==> src/rtl/tpu_avalon_sequencer_if.sv <==
// Avalon-MM slave bundle between the HPS/Qsys fabric and the TPU sequencer.
// Handshake: no waitrequest, so every read/write strobe is accepted in the cycle it is seen;
// each accepted read returns exactly one readdatavalid cycle, one clock later.
interface tpu_avalon_sequencer_if #(
  parameter int BUS_WIDTH  = 64,
  parameter int ADDR_WIDTH = 11
);
  logic [ADDR_WIDTH-1:0]  slave_address;
  logic                   slave_read;
  logic                   slave_write;
  logic [BUS_WIDTH-1:0]   slave_writedata;
  logic [BUS_WIDTH/8-1:0] slave_byteenable;
  logic [BUS_WIDTH-1:0]   slave_readdata;
  logic                   slave_readdatavalid;

  modport master (
    output slave_address, slave_read, slave_write, slave_writedata, slave_byteenable,
    input  slave_readdata, slave_readdatavalid
  );

  modport slave (
    input  slave_address, slave_read, slave_write, slave_writedata, slave_byteenable,
    output slave_readdata, slave_readdatavalid
  );
endinterface

==> src/rtl/tpu_avalon_sequencer.sv <==
// Avalon-MM slave for the TPU: packs bus beats into memory rows, unpacks output rows and
// runs the reset/fill/drain/multiply sequencer with sticky status, watchdog and irq.
module tpu_avalon_sequencer #(
  parameter int BUS_WIDTH      = 64,
  parameter int WIDTH_HEIGHT   = 16,
  parameter int MEM_ADDR_WIDTH = 8,
  parameter int RESET_CYCLES   = 4,
  parameter int TIMEOUT_CYCLES = 4096,
  localparam int TPU_W         = WIDTH_HEIGHT * 8,
  localparam int BEATS         = TPU_W / BUS_WIDTH,
  localparam int BEAT_BITS     = $clog2(BEATS),
  localparam int ADDR_WIDTH    = 2 + MEM_ADDR_WIDTH + BEAT_BITS,
  localparam int REP_W         = WIDTH_HEIGHT * MEM_ADDR_WIDTH
) (
  input  logic                    clk,
  input  logic                    reset_n,
  tpu_avalon_sequencer_if.slave   bus,
  output logic                    irq,
  output logic                    tpu_reset,
  output logic                    tpu_active,
  output logic                    fill_fifo,
  output logic                    drain_fifo,
  output logic [WIDTH_HEIGHT-1:0] inputMem_wr_en,
  output logic [REP_W-1:0]        inputMem_wr_addr,
  output logic [TPU_W-1:0]        inputMem_wr_data,
  output logic [WIDTH_HEIGHT-1:0] weightMem_wr_en,
  output logic [REP_W-1:0]        weightMem_wr_addr,
  output logic [TPU_W-1:0]        weightMem_wr_data,
  output logic [REP_W-1:0]        inputMem_rd_addr_base,
  output logic [REP_W-1:0]        weightMem_rd_addr_base,
  output logic [REP_W-1:0]        outputMem_wr_addr_base,
  output logic [WIDTH_HEIGHT-1:0] outputMem_rd_en,
  output logic [REP_W-1:0]        outputMem_rd_addr,
  input  logic [TPU_W-1:0]        outputMem_rd_data,
  input  logic                    mem_to_fifo_done,
  input  logic                    fifo_to_arr_done,
  input  logic                    output_done,
  output logic [2:0]              dbg_state
);

  localparam int BEAT_IDX_W = (BEAT_BITS > 0) ? BEAT_BITS : 1;
  localparam int CNT_MAX    = (TIMEOUT_CYCLES > RESET_CYCLES) ? TIMEOUT_CYCLES : RESET_CYCLES;
  localparam int CNT_W      = $clog2(CNT_MAX + 1);

  localparam logic [1:0] SP_CTRL = 2'd0;
  localparam logic [1:0] SP_IN   = 2'd1;
  localparam logic [1:0] SP_W    = 2'd2;
  localparam logic [1:0] SP_OUT  = 2'd3;

  localparam logic [3:0] OP_FILL  = 4'h1;
  localparam logic [3:0] OP_DRAIN = 4'h2;
  localparam logic [3:0] OP_MULT  = 4'h3;
  localparam logic [3:0] OP_RUN   = 4'h4;
  localparam logic [3:0] OP_RESET = 4'hF;

  typedef enum logic [2:0] {
    S_IDLE  = 3'd0,
    S_RST   = 3'd1,
    S_FILL  = 3'd2,
    S_DRAIN = 3'd3,
    S_MULT  = 3'd4
  } state_t;

  state_t state_q, state_d;
  logic   run_q, run_d;
  logic   [CNT_W-1:0] cnt_q;
  logic   cnt_restart, cmd_go;
  logic   set_done, set_err, set_timeout;
  logic   done_q, err_q, timeout_q, irq_en_q;
  logic   [MEM_ADDR_WIDTH-1:0] in_base_q, w_base_q, out_base_q;

  logic [TPU_W-1:0]          in_buf_q, w_buf_q;
  logic                      in_commit_q, w_commit_q;
  logic [MEM_ADDR_WIDTH-1:0] in_row_q, w_row_q;
  logic                      rvalid_q, out_rvalid_q;
  logic [BEAT_IDX_W-1:0]     out_beat_q;
  logic [BUS_WIDTH-1:0]      rdata_q, rd_mux;

  // Address decode
  logic [1:0]                space;
  logic [MEM_ADDR_WIDTH-1:0] row;
  logic [BEAT_IDX_W-1:0]     beat;
  logic                      last_beat, phase_busy;
  logic                      ctrl_wr, cmd_wr, in_wr_ok, w_wr_ok, mem_wr_drop, out_rd;
  logic [3:0]                opcode;
  logic [2:0]                w1c;
  logic [10:0]               status;

  assign space = bus.slave_address[ADDR_WIDTH-1 -: 2];
  assign row   = bus.slave_address[BEAT_BITS +: MEM_ADDR_WIDTH];

  if (BEAT_BITS > 0) begin : g_beat
    assign beat = bus.slave_address[BEAT_IDX_W-1:0];
  end else begin : g_single_beat
    assign beat = '0;
  end

  assign last_beat   = (beat == BEAT_IDX_W'(BEATS - 1));
  assign phase_busy  = (state_q == S_FILL) || (state_q == S_DRAIN) || (state_q == S_MULT);
  assign ctrl_wr     = bus.slave_write && (space == SP_CTRL);
  assign cmd_wr      = ctrl_wr && (row == MEM_ADDR_WIDTH'(0));
  assign opcode      = bus.slave_writedata[3:0];
  assign w1c         = (ctrl_wr && (row == MEM_ADDR_WIDTH'(2))) ? bus.slave_writedata[6:4] : 3'b000;
  assign in_wr_ok    = bus.slave_write && (space == SP_IN) && !phase_busy;
  assign w_wr_ok     = bus.slave_write && (space == SP_W) && !phase_busy;
  assign mem_wr_drop = bus.slave_write && ((space == SP_IN) || (space == SP_W)) && phase_busy;
  assign out_rd      = bus.slave_read && (space == SP_OUT);

  assign status = {output_done, fifo_to_arr_done, mem_to_fifo_done, 1'b0,
                   timeout_q, err_q, done_q, state_q, (state_q != S_IDLE)};

  // Next-state logic; a RESET command overrides any phase exit decided in the same cycle.
  always_comb begin
    state_d     = state_q;
    run_d       = run_q;
    cnt_restart = 1'b0;
    cmd_go      = 1'b0;
    set_done    = 1'b0;
    set_err     = 1'b0;
    set_timeout = 1'b0;
    case (state_q)
      S_RST: begin
        if (cnt_q == CNT_W'(RESET_CYCLES - 1)) state_d = S_IDLE;
      end
      S_FILL: begin
        if (mem_to_fifo_done) begin
          if (run_q) state_d = S_DRAIN;
          else begin
            state_d  = S_IDLE;
            set_done = 1'b1;
          end
        end else if (cnt_q == CNT_W'(TIMEOUT_CYCLES - 1)) begin
          state_d     = S_IDLE;
          set_timeout = 1'b1;
        end
      end
      S_DRAIN: begin
        if (fifo_to_arr_done) begin
          if (run_q) state_d = S_MULT;
          else begin
            state_d  = S_IDLE;
            set_done = 1'b1;
          end
        end else if (cnt_q == CNT_W'(TIMEOUT_CYCLES - 1)) begin
          state_d     = S_IDLE;
          set_timeout = 1'b1;
        end
      end
      S_MULT: begin
        if (output_done) begin
          state_d  = S_IDLE;
          set_done = 1'b1;
        end else if (cnt_q == CNT_W'(TIMEOUT_CYCLES - 1)) begin
          state_d     = S_IDLE;
          set_timeout = 1'b1;
        end
      end
      default: state_d = S_IDLE;
    endcase

    if (cmd_wr) begin
      if (opcode == OP_RESET) begin
        state_d     = S_RST;
        cnt_restart = 1'b1;
        set_done    = 1'b0;
        set_timeout = 1'b0;
      end else if ((opcode == OP_FILL) || (opcode == OP_DRAIN) ||
                   (opcode == OP_MULT) || (opcode == OP_RUN)) begin
        if (state_q == S_IDLE) begin
          cmd_go = 1'b1;
          case (opcode)
            OP_FILL:  state_d = S_FILL;
            OP_DRAIN: state_d = S_DRAIN;
            OP_MULT:  state_d = S_MULT;
            default: begin
              state_d = S_FILL;
              run_d   = 1'b1;
            end
          endcase
        end else begin
          set_err = 1'b1;
        end
      end else begin
        set_err = 1'b1;
      end
    end

    if ((state_d == S_IDLE) || (state_d == S_RST)) run_d = 1'b0;
    if (mem_wr_drop || set_timeout) set_err = 1'b1;
  end

  always_ff @(posedge clk or negedge reset_n) begin
    if (!reset_n) begin
      state_q <= S_IDLE;
      run_q   <= 1'b0;
      cnt_q   <= '0;
    end else begin
      state_q <= state_d;
      run_q   <= run_d;
      if ((state_d != state_q) || cnt_restart) cnt_q <= '0;
      else if (cnt_q != CNT_W'(CNT_MAX)) cnt_q <= cnt_q + 1'b1;
    end
  end

  // Sticky flags: a set in the same cycle as its write-1-to-clear wins.
  always_ff @(posedge clk or negedge reset_n) begin
    if (!reset_n) begin
      done_q     <= 1'b0;
      err_q      <= 1'b0;
      timeout_q  <= 1'b0;
      irq_en_q   <= 1'b0;
      in_base_q  <= '0;
      w_base_q   <= '0;
      out_base_q <= '0;
    end else begin
      done_q    <= (done_q & ~w1c[0]) | set_done;
      err_q     <= (err_q & ~w1c[1]) | set_err;
      timeout_q <= (timeout_q & ~w1c[2]) | set_timeout;
      if (ctrl_wr && (row == MEM_ADDR_WIDTH'(1))) irq_en_q <= bus.slave_writedata[0];
      if (cmd_go) begin
        case (opcode)
          OP_FILL: w_base_q <= MEM_ADDR_WIDTH'(bus.slave_writedata[11:4]);
          OP_MULT: begin
            in_base_q  <= MEM_ADDR_WIDTH'(bus.slave_writedata[11:4]);
            out_base_q <= MEM_ADDR_WIDTH'(bus.slave_writedata[19:12]);
          end
          OP_RUN: begin
            w_base_q   <= MEM_ADDR_WIDTH'(bus.slave_writedata[11:4]);
            in_base_q  <= MEM_ADDR_WIDTH'(bus.slave_writedata[19:12]);
            out_base_q <= MEM_ADDR_WIDTH'(bus.slave_writedata[27:20]);
          end
          default: ;
        endcase
      end
    end
  end

  function automatic logic [TPU_W-1:0] merge_beat(
    input logic [TPU_W-1:0]       row_buf,
    input logic [BEAT_IDX_W-1:0]  b,
    input logic [BUS_WIDTH-1:0]   data,
    input logic [BUS_WIDTH/8-1:0] be
  );
    logic [TPU_W-1:0] r;
    r = row_buf;
    for (int i = 0; i < BUS_WIDTH / 8; i++) begin
      if (be[i]) r[int'(b) * BUS_WIDTH + i * 8 +: 8] = data[i * 8 +: 8];
    end
    return r;
  endfunction

  always_comb begin
    rd_mux = '0;
    case (space)
      SP_CTRL: begin
        if (row == MEM_ADDR_WIDTH'(1)) rd_mux[0] = irq_en_q;
        else if (row == MEM_ADDR_WIDTH'(2)) rd_mux[10:0] = status;
      end
      SP_IN:   rd_mux = in_buf_q[int'(beat) * BUS_WIDTH +: BUS_WIDTH];
      SP_W:    rd_mux = w_buf_q[int'(beat) * BUS_WIDTH +: BUS_WIDTH];
      default: rd_mux = '0;
    endcase
  end

  // Row buffers persist after a commit so a later partial update only touches enabled bytes.
  always_ff @(posedge clk or negedge reset_n) begin
    if (!reset_n) begin
      in_buf_q     <= '0;
      w_buf_q      <= '0;
      in_commit_q  <= 1'b0;
      w_commit_q   <= 1'b0;
      in_row_q     <= '0;
      w_row_q      <= '0;
      rvalid_q     <= 1'b0;
      out_rvalid_q <= 1'b0;
      out_beat_q   <= '0;
      rdata_q      <= '0;
    end else begin
      in_commit_q <= in_wr_ok && last_beat;
      w_commit_q  <= w_wr_ok && last_beat;
      if (in_wr_ok) begin
        in_buf_q <= merge_beat(in_buf_q, beat, bus.slave_writedata, bus.slave_byteenable);
        if (last_beat) in_row_q <= row;
      end
      if (w_wr_ok) begin
        w_buf_q <= merge_beat(w_buf_q, beat, bus.slave_writedata, bus.slave_byteenable);
        if (last_beat) w_row_q <= row;
      end
      rvalid_q     <= bus.slave_read && (space != SP_OUT);
      out_rvalid_q <= out_rd;
      if (out_rd) out_beat_q <= beat;
      if (bus.slave_read && (space != SP_OUT)) rdata_q <= rd_mux;
    end
  end

  // Output-memory data arrives a cycle after rd_en, so that slice bypasses the read register.
  assign bus.slave_readdata      = out_rvalid_q ? outputMem_rd_data[int'(out_beat_q) * BUS_WIDTH +: BUS_WIDTH]
                                                : rdata_q;
  assign bus.slave_readdatavalid = rvalid_q | out_rvalid_q;

  assign irq        = done_q & irq_en_q;
  assign tpu_reset  = (state_q == S_RST);
  assign fill_fifo  = (state_q == S_FILL);
  assign drain_fifo = (state_q == S_DRAIN);
  assign tpu_active = (state_q == S_MULT);
  assign dbg_state  = state_q;

  assign inputMem_wr_en    = {WIDTH_HEIGHT{in_commit_q}};
  assign inputMem_wr_addr  = {WIDTH_HEIGHT{in_row_q}};
  assign inputMem_wr_data  = in_buf_q;
  assign weightMem_wr_en   = {WIDTH_HEIGHT{w_commit_q}};
  assign weightMem_wr_addr = {WIDTH_HEIGHT{w_row_q}};
  assign weightMem_wr_data = w_buf_q;

  assign inputMem_rd_addr_base  = {WIDTH_HEIGHT{in_base_q}};
  assign weightMem_rd_addr_base = {WIDTH_HEIGHT{w_base_q}};
  assign outputMem_wr_addr_base = {WIDTH_HEIGHT{out_base_q}};

  assign outputMem_rd_en   = {WIDTH_HEIGHT{out_rd}};
  assign outputMem_rd_addr = out_rd ? {WIDTH_HEIGHT{row}} : '0;

endmodule

==> src/flat_wrapper.sv <==
// flat-port wrapper written by rule: the top's interface ports become plain ports
module tpu_avalon_sequencer_flat 
#(
  parameter int BUS_WIDTH      = 64,
  parameter int WIDTH_HEIGHT   = 16,
  parameter int MEM_ADDR_WIDTH = 8,
  parameter int RESET_CYCLES   = 4,
  parameter int TIMEOUT_CYCLES = 4096,
  localparam int TPU_W         = WIDTH_HEIGHT * 8,
  localparam int BEATS         = TPU_W / BUS_WIDTH,
  localparam int BEAT_BITS     = $clog2(BEATS),
  localparam int ADDR_WIDTH    = 2 + MEM_ADDR_WIDTH + BEAT_BITS,
  localparam int REP_W         = WIDTH_HEIGHT * MEM_ADDR_WIDTH
)
  (clk, reset_n, irq, tpu_reset, tpu_active, fill_fifo, drain_fifo, inputMem_wr_en, inputMem_wr_addr, inputMem_wr_data, weightMem_wr_en, weightMem_wr_addr, weightMem_wr_data, inputMem_rd_addr_base, weightMem_rd_addr_base, outputMem_wr_addr_base, outputMem_rd_en, outputMem_rd_addr, outputMem_rd_data, mem_to_fifo_done, fifo_to_arr_done, output_done, dbg_state, bus_slave_address, bus_slave_read, bus_slave_write, bus_slave_writedata, bus_slave_byteenable, bus_slave_readdata, bus_slave_readdatavalid);
  tpu_avalon_sequencer_if #(.BUS_WIDTH(BUS_WIDTH), .ADDR_WIDTH((11))) bus_i ();
  input  logic clk;
  input  logic reset_n;
  output logic irq;
  output logic tpu_reset;
  output logic tpu_active;
  output logic fill_fifo;
  output logic drain_fifo;
  output logic [WIDTH_HEIGHT-1:0] inputMem_wr_en;
  output logic [REP_W-1:0] inputMem_wr_addr;
  output logic [TPU_W-1:0] inputMem_wr_data;
  output logic [WIDTH_HEIGHT-1:0] weightMem_wr_en;
  output logic [REP_W-1:0] weightMem_wr_addr;
  output logic [TPU_W-1:0] weightMem_wr_data;
  output logic [REP_W-1:0] inputMem_rd_addr_base;
  output logic [REP_W-1:0] weightMem_rd_addr_base;
  output logic [REP_W-1:0] outputMem_wr_addr_base;
  output logic [WIDTH_HEIGHT-1:0] outputMem_rd_en;
  output logic [REP_W-1:0] outputMem_rd_addr;
  input  logic [TPU_W-1:0] outputMem_rd_data;
  input  logic mem_to_fifo_done;
  input  logic fifo_to_arr_done;
  input  logic output_done;
  output logic [2:0] dbg_state;
  input wire logic [$bits(bus_i.slave_address)-1:0] bus_slave_address;
  input wire logic [$bits(bus_i.slave_read)-1:0] bus_slave_read;
  input wire logic [$bits(bus_i.slave_write)-1:0] bus_slave_write;
  input wire logic [$bits(bus_i.slave_writedata)-1:0] bus_slave_writedata;
  input wire logic [$bits(bus_i.slave_byteenable)-1:0] bus_slave_byteenable;
  output wire logic [$bits(bus_i.slave_readdata)-1:0] bus_slave_readdata;
  output wire logic [$bits(bus_i.slave_readdatavalid)-1:0] bus_slave_readdatavalid;
  assign bus_i.slave_address = bus_slave_address;
  assign bus_i.slave_read = bus_slave_read;
  assign bus_i.slave_write = bus_slave_write;
  assign bus_i.slave_writedata = bus_slave_writedata;
  assign bus_i.slave_byteenable = bus_slave_byteenable;
  assign bus_slave_readdata = bus_i.slave_readdata;
  assign bus_slave_readdatavalid = bus_i.slave_readdatavalid;
  tpu_avalon_sequencer #(.BUS_WIDTH(BUS_WIDTH), .WIDTH_HEIGHT(WIDTH_HEIGHT), .MEM_ADDR_WIDTH(MEM_ADDR_WIDTH), .RESET_CYCLES(RESET_CYCLES), .TIMEOUT_CYCLES(TIMEOUT_CYCLES)) u_core (.clk(clk), .reset_n(reset_n), .bus(bus_i), .irq(irq), .tpu_reset(tpu_reset), .tpu_active(tpu_active), .fill_fifo(fill_fifo), .drain_fifo(drain_fifo), .inputMem_wr_en(inputMem_wr_en), .inputMem_wr_addr(inputMem_wr_addr), .inputMem_wr_data(inputMem_wr_data), .weightMem_wr_en(weightMem_wr_en), .weightMem_wr_addr(weightMem_wr_addr), .weightMem_wr_data(weightMem_wr_data), .inputMem_rd_addr_base(inputMem_rd_addr_base), .weightMem_rd_addr_base(weightMem_rd_addr_base), .outputMem_wr_addr_base(outputMem_wr_addr_base), .outputMem_rd_en(outputMem_rd_en), .outputMem_rd_addr(outputMem_rd_addr), .outputMem_rd_data(outputMem_rd_data), .mem_to_fifo_done(mem_to_fifo_done), .fifo_to_arr_done(fifo_to_arr_done), .output_done(output_done), .dbg_state(dbg_state));
endmodule
==> config.mk <==
export PLATFORM = sky130hd
export DESIGN_NAME = tpu_avalon_sequencer_flat
export DESIGN_NICKNAME = d
export VERILOG_FILES = /design/src/rtl/tpu_avalon_sequencer_if.sv /design/src/rtl/tpu_avalon_sequencer.sv /design/src/flat_wrapper.sv
export SDC_FILE = /design/constraint.sdc
export NUM_CORES = 1
export LEC_CHECK = 0
export CAP_MARGIN = 20
export CORE_AREA = 2 2 531 533
export DETAILED_ROUTE_END_ITERATION = 7
export DIE_AREA = 0 0 533 535
export SETUP_SLACK_MARGIN = 0.4
export SKIP_LAST_GASP = 1
export SLEW_MARGIN = 20
export SYNTH_ARGS = -nofsm -noshare
export SYNTH_HDL_FRONTEND = slang
export SYNTH_SLANG_ARGS = --single-unit
==> constraint.sdc <==
create_clock -name clk -period 4.4 [get_ports clk]
set_clock_uncertainty 0.1 [all_clocks]
set_input_delay 0.66 -clock clk [delete_from_list [all_inputs] [get_ports clk]]
set_output_delay 0.66 -clock clk [all_outputs]
set_load 0.02 [all_outputs]
# == Yosys cells after proc, flatten, opt, wreduce, memory -nomap -nowiden ==
# Index checks and enable logic that the tools add are counted.
# totals
ff_bits,386
input_bits,218
out_inout_bits,1145
# op_classes
n_addsub,16
eq_ne,22
shift,19
n_mux,102
n_bitwise,11
n_reduce_logical,41
# op_table
operator,n
$mux W128,31
$bwmux W128,16
$shift A8 B33 Y128 const A,8
$shiftx A8 B33 Y128,8
$shiftx A128 B8 Y64,3
$neg A32 Y33,7
$pmux W53 S2,1
$mux W64,1
$mux W3,11
$neg A7 Y33,1
$pmux W11 S3,1
$add A7 B6 Y8 const B,4
$pmux W8 S2,2
$mux W1,30
$mux W13,2
$add A7 B5 Y8 const B,2
$logic_and A1 B1 Y1,14
$add A13 B1 Y13 const B,1
$eq A13 B12 Y1 const B,1
$eq A13 B2 Y1 const B,1
$ne A13 B13 Y1 const B,1
$pmux W3 S4,1
$mux W11,1
$mux W10,1
32 further kinds,62

# == Longest topological paths before layout ==
# Gate-level depths: netlist of the first run.
# logic_depth
depth_word,26
mapped_depth,9

# == Least setup slack after synthesis of the first run ==
# No wires, ideal clock.
# synth_path
path_kind,reg-to-reg
from,"reg u_core.state_q[0], in the netlist u_core.dbg_state[0]"
to,"reg u_core.w_buf_q[120], in the netlist u_core.weightMem_wr_data[120]"
setup_ns,0.128
arrival_time_ns,2.407
required_time_ns,4.172
slack_ns,1.766
stages_incl_launch_ff,9
path_cell_list,dfrtp_1 nor3b_1 nor2_1 and2_1 nand3_2 inv_2 buf_4 nand2_2 mux2_1
# synth_via
word_cells_on_any_way,7
cone_classes,eq/ne: 3; reduce/logical: 4
# synth_lines
item,line,source
from (decl),tpu_avalon_sequencer.sv:64,"state_t state_q, state_d;"
from (signal assigned),tpu_avalon_sequencer.sv:198,state_q <= state_d;
$eq A3 B3 Y1,--,
named net tpu_active,flat_wrapper.sv:21,output logic tpu_active;
$logic_or A1 B1 Y1,tpu_avalon_sequencer.sv:99,assign phase_busy = (state_q == S_FILL) || (state_q == S_DRAIN) || (state_q == S_MULT);
$logic_not A1 Y1,tpu_avalon_sequencer.sv:105,assign w_wr_ok = bus.slave_write && (space == SP_W) && !phase_busy;
$logic_and A1 B1 Y1,tpu_avalon_sequencer.sv:105,
to (signal assigned),tpu_avalon_sequencer.sv:286,"w_buf_q <= merge_beat(w_buf_q, beat, bus.slave_writedata, bus.slave_byteenable);"
to (decl),tpu_avalon_sequencer.sv:72,"logic [TPU_W-1:0] in_buf_q, w_buf_q;"
# The timed path passes the listed nets, and every way through them passes these cells.
# A chain may end at the register's enable or synchronous reset.

# == Worst setup path after layout of the first run ==
# layout_path
from,reg u_core.out_rvalid_q
to,out bus_slave_readdata[31]
# layout_via
elab_chain_cells,1
# layout_rtl
item,line,source
from (decl),tpu_avalon_sequencer.sv:75,"logic rvalid_q, out_rvalid_q;"
from (signal assigned),tpu_avalon_sequencer.sv:290,out_rvalid_q <= out_rd;
$mux W64,tpu_avalon_sequencer.sv:297,assign bus.slave_readdata = out_rvalid_q ? outputMem_rd_data[int'(out_beat_q) * BUS_WIDTH +: BUS_WIDTH]
to (decl),flat_wrapper.sv:45,output wire logic [$bits(bus_i.slave_readdata)-1:0] bus_slave_readdata;
# Every way passes these cells.

==> results of run 1 <==
[logic make-up (layout without fill, tap and decap cells)]
group	Yosys count	in the layout
AOI/OAI and AO/OA	237	237
xor gates and xnor gates	13	13
adders and majority gates	6	6
buffers and inverters	864	1546
DFF	386	386
muxes	474	474
other	0	23
and+or+nand+nor	347	347
[layer usage]
layer  track usage [%]  wire length, um
met1              12.5            63800
met2              20.8            87300
met3              4.89            18200
met5                 0              297
met4              4.84             7960
[where the power goes]
part	internal, mW	switching, mW	total [mW]
clock	2.73	1.98	4.71
combinational	2.98	3.81	6.79
sequential	4.24	0.770	5.00
total	9.95	6.56	16.5
[sequential cells by signal (all words and copies together), names as in the netlist]
register and flops:
u_core.out_rvalid_q 1, u_core.cnt_q 13, u_core.irq_en_q 1, u_core.rdata_q 64
u_core.out_base_q 8, u_core.in_commit_q 1, u_core.out_beat_q 1, u_core.done_q 1
u_core.weightMem_wr_data 128, u_core.err_q 1, u_core.in_base_q 8, u_core.inputMem_wr_data 128
u_core.w_row_q 8, u_core.run_q 1, u_core.rvalid_q 1, u_core.dbg_state 3
u_core.w_base_q 8, u_core.in_row_q 8, u_core.w_commit_q 1, u_core.timeout_q 1
[through the flow]
stage / cells / hold WS (ns)
after floorplan: 2327 / 0.264
after global placement: 6633 / 0.363
after detailed placement: 6633 / 0.371
after CTS: 6733 / 0.385
after global routing: 6745 / 0.405
final: 6756 / 0.382
[path summary, 6_finish.rpt]
kind / cells past startpoint / slack (ns) / endpoint
min in group asynchronous: 2 / 0.44 / u_core.weightMem_wr_data[60]$_DFFE_PN0P_
min: 2 / 0.38 / u_core.rdata_q[33]$_DFFE_PN0P_
max: 5 / 0.58 / bus_slave_readdata[31]
min reg2reg: 2 / 0.38 / u_core.rdata_q[33]$_DFFE_PN0P_
max reg2reg: 8 / 1.06 / u_core.inputMem_wr_data[102]$_DFFE_PN0P_
max in group asynchronous: 3 / 2.48 / u_core.rdata_q[47]$_DFFE_PN0P_
[synth_stat cells (7+ instances only)]
cell | count | area (um2)
nor2_1 | 101 | 379
clkbuf_1 | 67 | 251
and3_1 | 11 | 68.8
buf_1 | 8 | 30.0
a21oi_1 | 86 | 430
nor3_1 | 10 | 50.1
mux2_2 | 371 | 4180
o21ai_0 | 75 | 375
nand3_1 | 11 | 55.1
mux2i_1 | 81 | 811
nand2_1 | 156 | 586
inv_1 | 11 | 41.3
a22oi_1 | 53 | 398
mux2_1 | 22 | 248
nor3_2 | 11 | 110
a222oi_1 | 10 | 100
buf_4 | 770 | 5780
dfrtp_1 | 386 | 9660
xnor2_1 | 7 | 61.3
[layout make-up]
| type | count | area (um2) | area share [%] |
|---|---|---|---|
| flip-flops and latches | 386 | 9670 | 24.7 |
| repair buffers | 1439 | 14400 | 36.6 |
| clock inverters | 30 | 443 | 1.13 |
| clock buffers | 63 | 1370 | 3.50 |
| multi-input cells | 1077 | 8560 | 21.9 |
| well taps | 3724 | 4660 | 11.9 |
| diodes | 23 | 57.6 | 0.147 |
| inverters | 14 | 52.6 | 0.134 |
[repair_timing]
item / CTS / global route
buffers inserted: 6 / 0
gates resized for setup: 4 / 1
setup endpoints to repair: 41 / 8
hold endpoints to repair: 66 / 0
hold buffers: 1 / 0
[worst max-delay path, delay by kind of cell (launching register included)]
family | cells | cell delay, ns
AND/OR/NAND/NOR | 1 | 0.08
AO/OA/AOI/OAI | 1 | 0.18
buffers and inverters | 3 | 1.41
flip-flops | 1 | 0.73
==> impl_metrics.yaml, run 1 <==
route:
  dr.pass1.iters: 6
  drt_wl_total_um: 178000
  post-route-drc-count: 0
  wl_per_cell_um: 26.3
  via_count: 19787
  drt-initial-drc-count: 1025
  drt-vias-per-instance: 2.93
  ant_nets: 0
job:
  drv_cap: 0
synthesis:
  synthXorXnorAreaFrac_pct: 0.469
  synth_mux_area_share_pct: 21.6
  syn_avg_cell_area_um2: 10.4
  yosys_warnings: 0
  syn_nets: 2551
  yosys.cell_types.count: 56
  yosys_register_bits: 386
  synthArstFlopShare_pct: 100
  yosys_most_used_dff: "dfrtp_1"
  synthSimpleGateAreaFrac_pct: 6.62
  synthAdderAreaFrac_pct: 0.309
  synth_top_family_by_area: "buffers and inverters"
  seq_area_frac_synth_pct: 39.8
  synth_area_um2: 24300
  synth-edff-count: 0
  synth_compound_area_share_pct: 5.94
  syn_inst: 2327
global_routing:
  overflow: 0
  grt_pass1_wl_um: 220000
  antenna_found_initial: 77
  grt_max_degree: 106
  grtUsageTotal_pct: 11.9
  grt_pass1_vias: 19200
cells_and_area:
  layout_common_cells: "clkdlybuf4s50_1 (1,357), dfrtp_1 (383), mux2_2 (371)"
  finalInstanceArea_um2: 39200
  drive_above_1_share_pct: 19.3
  nFillCells: 31096
  syn_to_final_growth_pct: 61.3
  final_common_cell: "clkdlybuf4s50_1"
  fin_util_pct: 14.0
  finalNetCount: 3193
die:
  die_y_um: 535
  rows: 194
  core_area_um2: 279000
  dieArea_um2: 285000
  die_w_um: 533
  start_util_pct: 8.71
  io_pins: 1363
sta:
  fin_ws_ns: 0.581
  slew_viol_final: 0
  relSlewSlack_pct: 19.6
  worst_pin_slew_ns: 1.20
  rsz0062_at_grt: "no"
  tns_ns: 0
  max_freq_mhz: 262
  fin_crit_sh_pct: 86.8
  finalHoldViolCount: 0
  setup_violations: 0
  period_minus_slack_ns: 3.82
clocking:
  cts_buffer_depth: 3
  path_clk_slew_ns: 0.06
  clock_sinks: 386
  cts_buffers: 51
  cts_htree_levels: 2
  cts_root_buffer: "clkbuf_16"
  clk-insertion-delay-late_ns: 0.68
  cts_tree: "built"
worst_setup_path:
  critPathCaptureType: "primary output"
  path_class: "flop to primary output"
  cp_cell_sequence: "buf_4, buf_4, nor2_1, a21oi_1, clkdlybuf4s50_1"
  cp_slowest_cell: "dfrtp_4"
  cp.required_ns: 3.64
  max_stage_delay_ns: 0.73
  arrival_ns: 3.06
  cp-start-kind: "flop"
  cp-startpoint: "u_core.out_rvalid_q$_DFF_PN0_"
  crit_top_cell: "buf_4"
  cp_max_fo: 30
  rr_startpoint: "u_core.dbg_state[0]$_DFF_PN0_"
placement:
  place.gp.congestion: 0.783
  place_area_um2: 37200
  port_buffers: 1362
  pre_cts_slack_ns: 0.336
  place_hpwl_um: 151000
pwr:
  finalPower_mw: 16.5
  ir_drop_uv: 394
  cellLeakagePower_nw: 14.6
  powerDensity_nw_per_um2: 421
worst_hold_path:
  min-delay-start: "u_core.rdata_q[33]$_DFFE_PN0P_"
  worstHoldPathType: "flop to flop"
status:
  status: "finished, final reports clean"
(Power assumes the default switching activity.)
==> run 2, diff against run 1 <==
--- a/config.mk
+++ b/config.mk
@@ -9,7 +9,6 @@
 export CORE_AREA = 2 2 531 533
 export DETAILED_ROUTE_END_ITERATION = 7
 export DIE_AREA = 0 0 533 535
-export SETUP_SLACK_MARGIN = 0.4
 export SKIP_LAST_GASP = 1
 export SLEW_MARGIN = 20
 export SYNTH_ARGS = -nofsm -noshare
==> run 2 against run 1 <==
Routed wire length decreased by 0.17%. Count of clock-buffer cells in the layout stayed put. Die area did not move. Hold slack barely moved. Combinational power shrank 1%. Final cell count hardly changed. Sequential cell count stayed put. Core utilization barely moved. Final area is 0.17% lower.
==> impl_metrics.yaml, run 2 (same netlist as run 1, synthesis figures left out) <==
worst_setup_path:
  cp.required_ns: 3.64
  arrival_ns: 3.36
  max_stage_delay_ns: 0.80
  path_delay_family: "buffers and inverters"
  cp_slowest_cell: "dfrtp_4"
  cp-start-kind: "flop"
  cp_max_fo: 24
  path_class: "flop to primary output"
  path_buf_inv: 2
  cp_cell_sequence: "buf_4, mux2i_1, a21oi_1, clkdlybuf4s50_1"
  critPathCaptureType: "primary output"
sta:
  max_freq_mhz: 243
  rsz0062_at_grt: "no"
  worst_pin_slew_ns: 1.23
  slew_viol_final: 0
  period_minus_slack_ns: 4.12
  finalHoldViolCount: 0
  fin_ws_ns: 0.284
  fin_crit_sh_pct: 93.6
  tns_ns: 0
  setup_violations: 0
  relSlewSlack_pct: 17.7
cells_and_area:
  finalInstanceArea_um2: 39100
  regArea_um2: 9670
  layout_common_cells: "clkdlybuf4s50_1 (1,357), dfrtp_1 (383), mux2_2 (371)"
  drive_above_1_share_pct: 19.0
  fin_cells: 6758
  finalNetCount: 3187
  final_common_cell: "clkdlybuf4s50_1"
  multi_input_area_um2: 8550
  syn_to_final_growth_pct: 61.0
  nFillCells: 31097
global_routing:
  grt_max_degree: 106
  grt_pass1_vias: 19168
  met2_usage_pct: 20.7
  grt_busiest_layer: "met2"
  grtUsageTotal_pct: 11.8
  grt_pass1_wl_um: 219000
  grtUsageMet1_pct: 12.5
  met3_usage_pct: 4.85
  overflow: 0
  antenna_found_initial: 77
placement:
  place_hpwl_um: 151000
  place_area_um2: 37200
  place.gp.congestion: 0.783
  port_buffers: 1362
  placed_cells: 6633
  pre_cts_slack_ns: 0.336
route:
  via_count: 19762
  dr.pass1.iters: 5
  ant_nets: 0
  drt-initial-drc-count: 954
  drt_wl_total_um: 177000
  post-route-drc-count: 0
  drt-vias-per-instance: 2.92
  wl_per_cell_um: 26.2
pwr:
  cellLeakagePower_nw: 14.5
  intPower_mw: 9.92
  powerDensity_nw_per_um2: 421
  ir_drop_uv: 393
  power.switching_mw: 6.54
  clockPowerShare_pct: 28.6
  pwr-share-seq_pct: 30.6
  sw_frac_of_total_pct: 39.7
  finalPower_mw: 16.5
  combPwrFrac_pct: 40.8
clocking:
  cts_hold_buffers: 1
  path_clk_slew_ns: 0.07
  clk-insertion-delay-late_ns: 0.67
  cts_buffer_depth: 3
  cts_root_buffer: "clkbuf_16"
  cts_setup_buffers: 0
  clock_sinks: 386
  cts_buffers: 51
  cts_tree: "built"
  cts_htree_levels: 2
  cts_resized: 0
die:
  rows: 194
  dieArea_um2: 285000
  die_w_um: 533
  start_util_pct: 8.71
  io_pins: 1363
  die_y_um: 535
  core_area_um2: 279000
job:
  drv_cap: 0
worst_hold_path:
  worstHoldPathType: "flop to flop"
status:
  status: "finished, final reports clean"
## run 2: cell types whose count changed in the layout (fill, tap and decap cells not counted), sizes merged
cell,before,now
diode,23,31
buf,81,75
## run 2: area by class of cell
cell class | instances | share of cell area, %
timing repair buffer | 1433 | 36.5
sequential | 386 | 24.7
multi-input combinational | 1077 | 21.9
tap | 3724 | 11.9
clock buffer | 63 | 3.51
clock inverter | 30 | 1.13
antenna | 31 | 0.198
inverter | 14 | 0.134
## run 2: tightest hold or removal path: stages, from the launching register on
cell and delay, ns:
dfrtp_1 0.34, nand2_1 0.04, o21ai_0 0.06
## run 2: metrics by stage
step                      utilization (%)  hold WS (ns)
after detailed placement             13.3         0.371
after CTS                            14.0         0.385
after floorplan                         -         0.264
final                                14.0         0.382
after global routing                 14.0         0.405
after global placement               13.3         0.363
## run 2: final timing paths
| kind | cells after the start | end | slack, ns | startpoint |
|---|---|---|---|---|
| setup / recovery | 4 | bus_slave_readdata[28] | 0.28 | u_core.out_beat_q$_DFFE_PN0P_ |
| hold / removal | 2 | u_core.rdata_q[33]$_DFFE_PN0P_ | 0.38 | u_core.rdata_q[33]$_DFFE_PN0P_ |
| setup reg to reg | 8 | u_core.inputMem_wr_data[102]$_DFFE_PN0P_ | 1.06 | u_core.dbg_state[0]$_DFF_PN0_ |
| hold reg to reg | 2 | u_core.rdata_q[33]$_DFFE_PN0P_ | 0.38 | u_core.rdata_q[33]$_DFFE_PN0P_ |
| max in group asynchronous | 3 | u_core.rdata_q[47]$_DFFE_PN0P_ | 2.49 | reset_n |
| min in group asynchronous | 2 | u_core.weightMem_wr_data[60]$_DFFE_PN0P_ | 0.44 | reset_n |
## run 2: power groups by stage
stage	clock, mW	sequential (mW)	combinational (mW)
6_report	4.71	5.03	6.72
5_1_grt	4.99	5.15	7.10
4_1_cts	4.91	5.05	6.93
3_5_place_dp	0	5.10	6.90
3_3_place_gp	0	5.04	6.89
2_1_floorplan	0	5.51	2.72
## run 2: per-layer routing
layer / wire [um] / vias to the layer above / part of all wire (%)
li1: - / 8478 / -
met1: 63300 / 9849 / 36
met2: 87100 / 1152 / 49
met3: 18600 / 239 / 10
met4: 8000 / 44 / 4.5
met5: 296 / - / 0.17
==> run 3, diff against run 2 <==
--- a/config.mk
+++ b/config.mk
@@ -9,6 +9,7 @@
 export CORE_AREA = 2 2 531 533
 export DETAILED_ROUTE_END_ITERATION = 7
 export DIE_AREA = 0 0 533 535
+export GPL_ROUTABILITY_DRIVEN = 0
 export SKIP_LAST_GASP = 1
 export SLEW_MARGIN = 20
 export SYNTH_ARGS = -nofsm -noshare
==> results of run 3 <==
The final DEF is identical to that of run 2; final timing and power are the same.
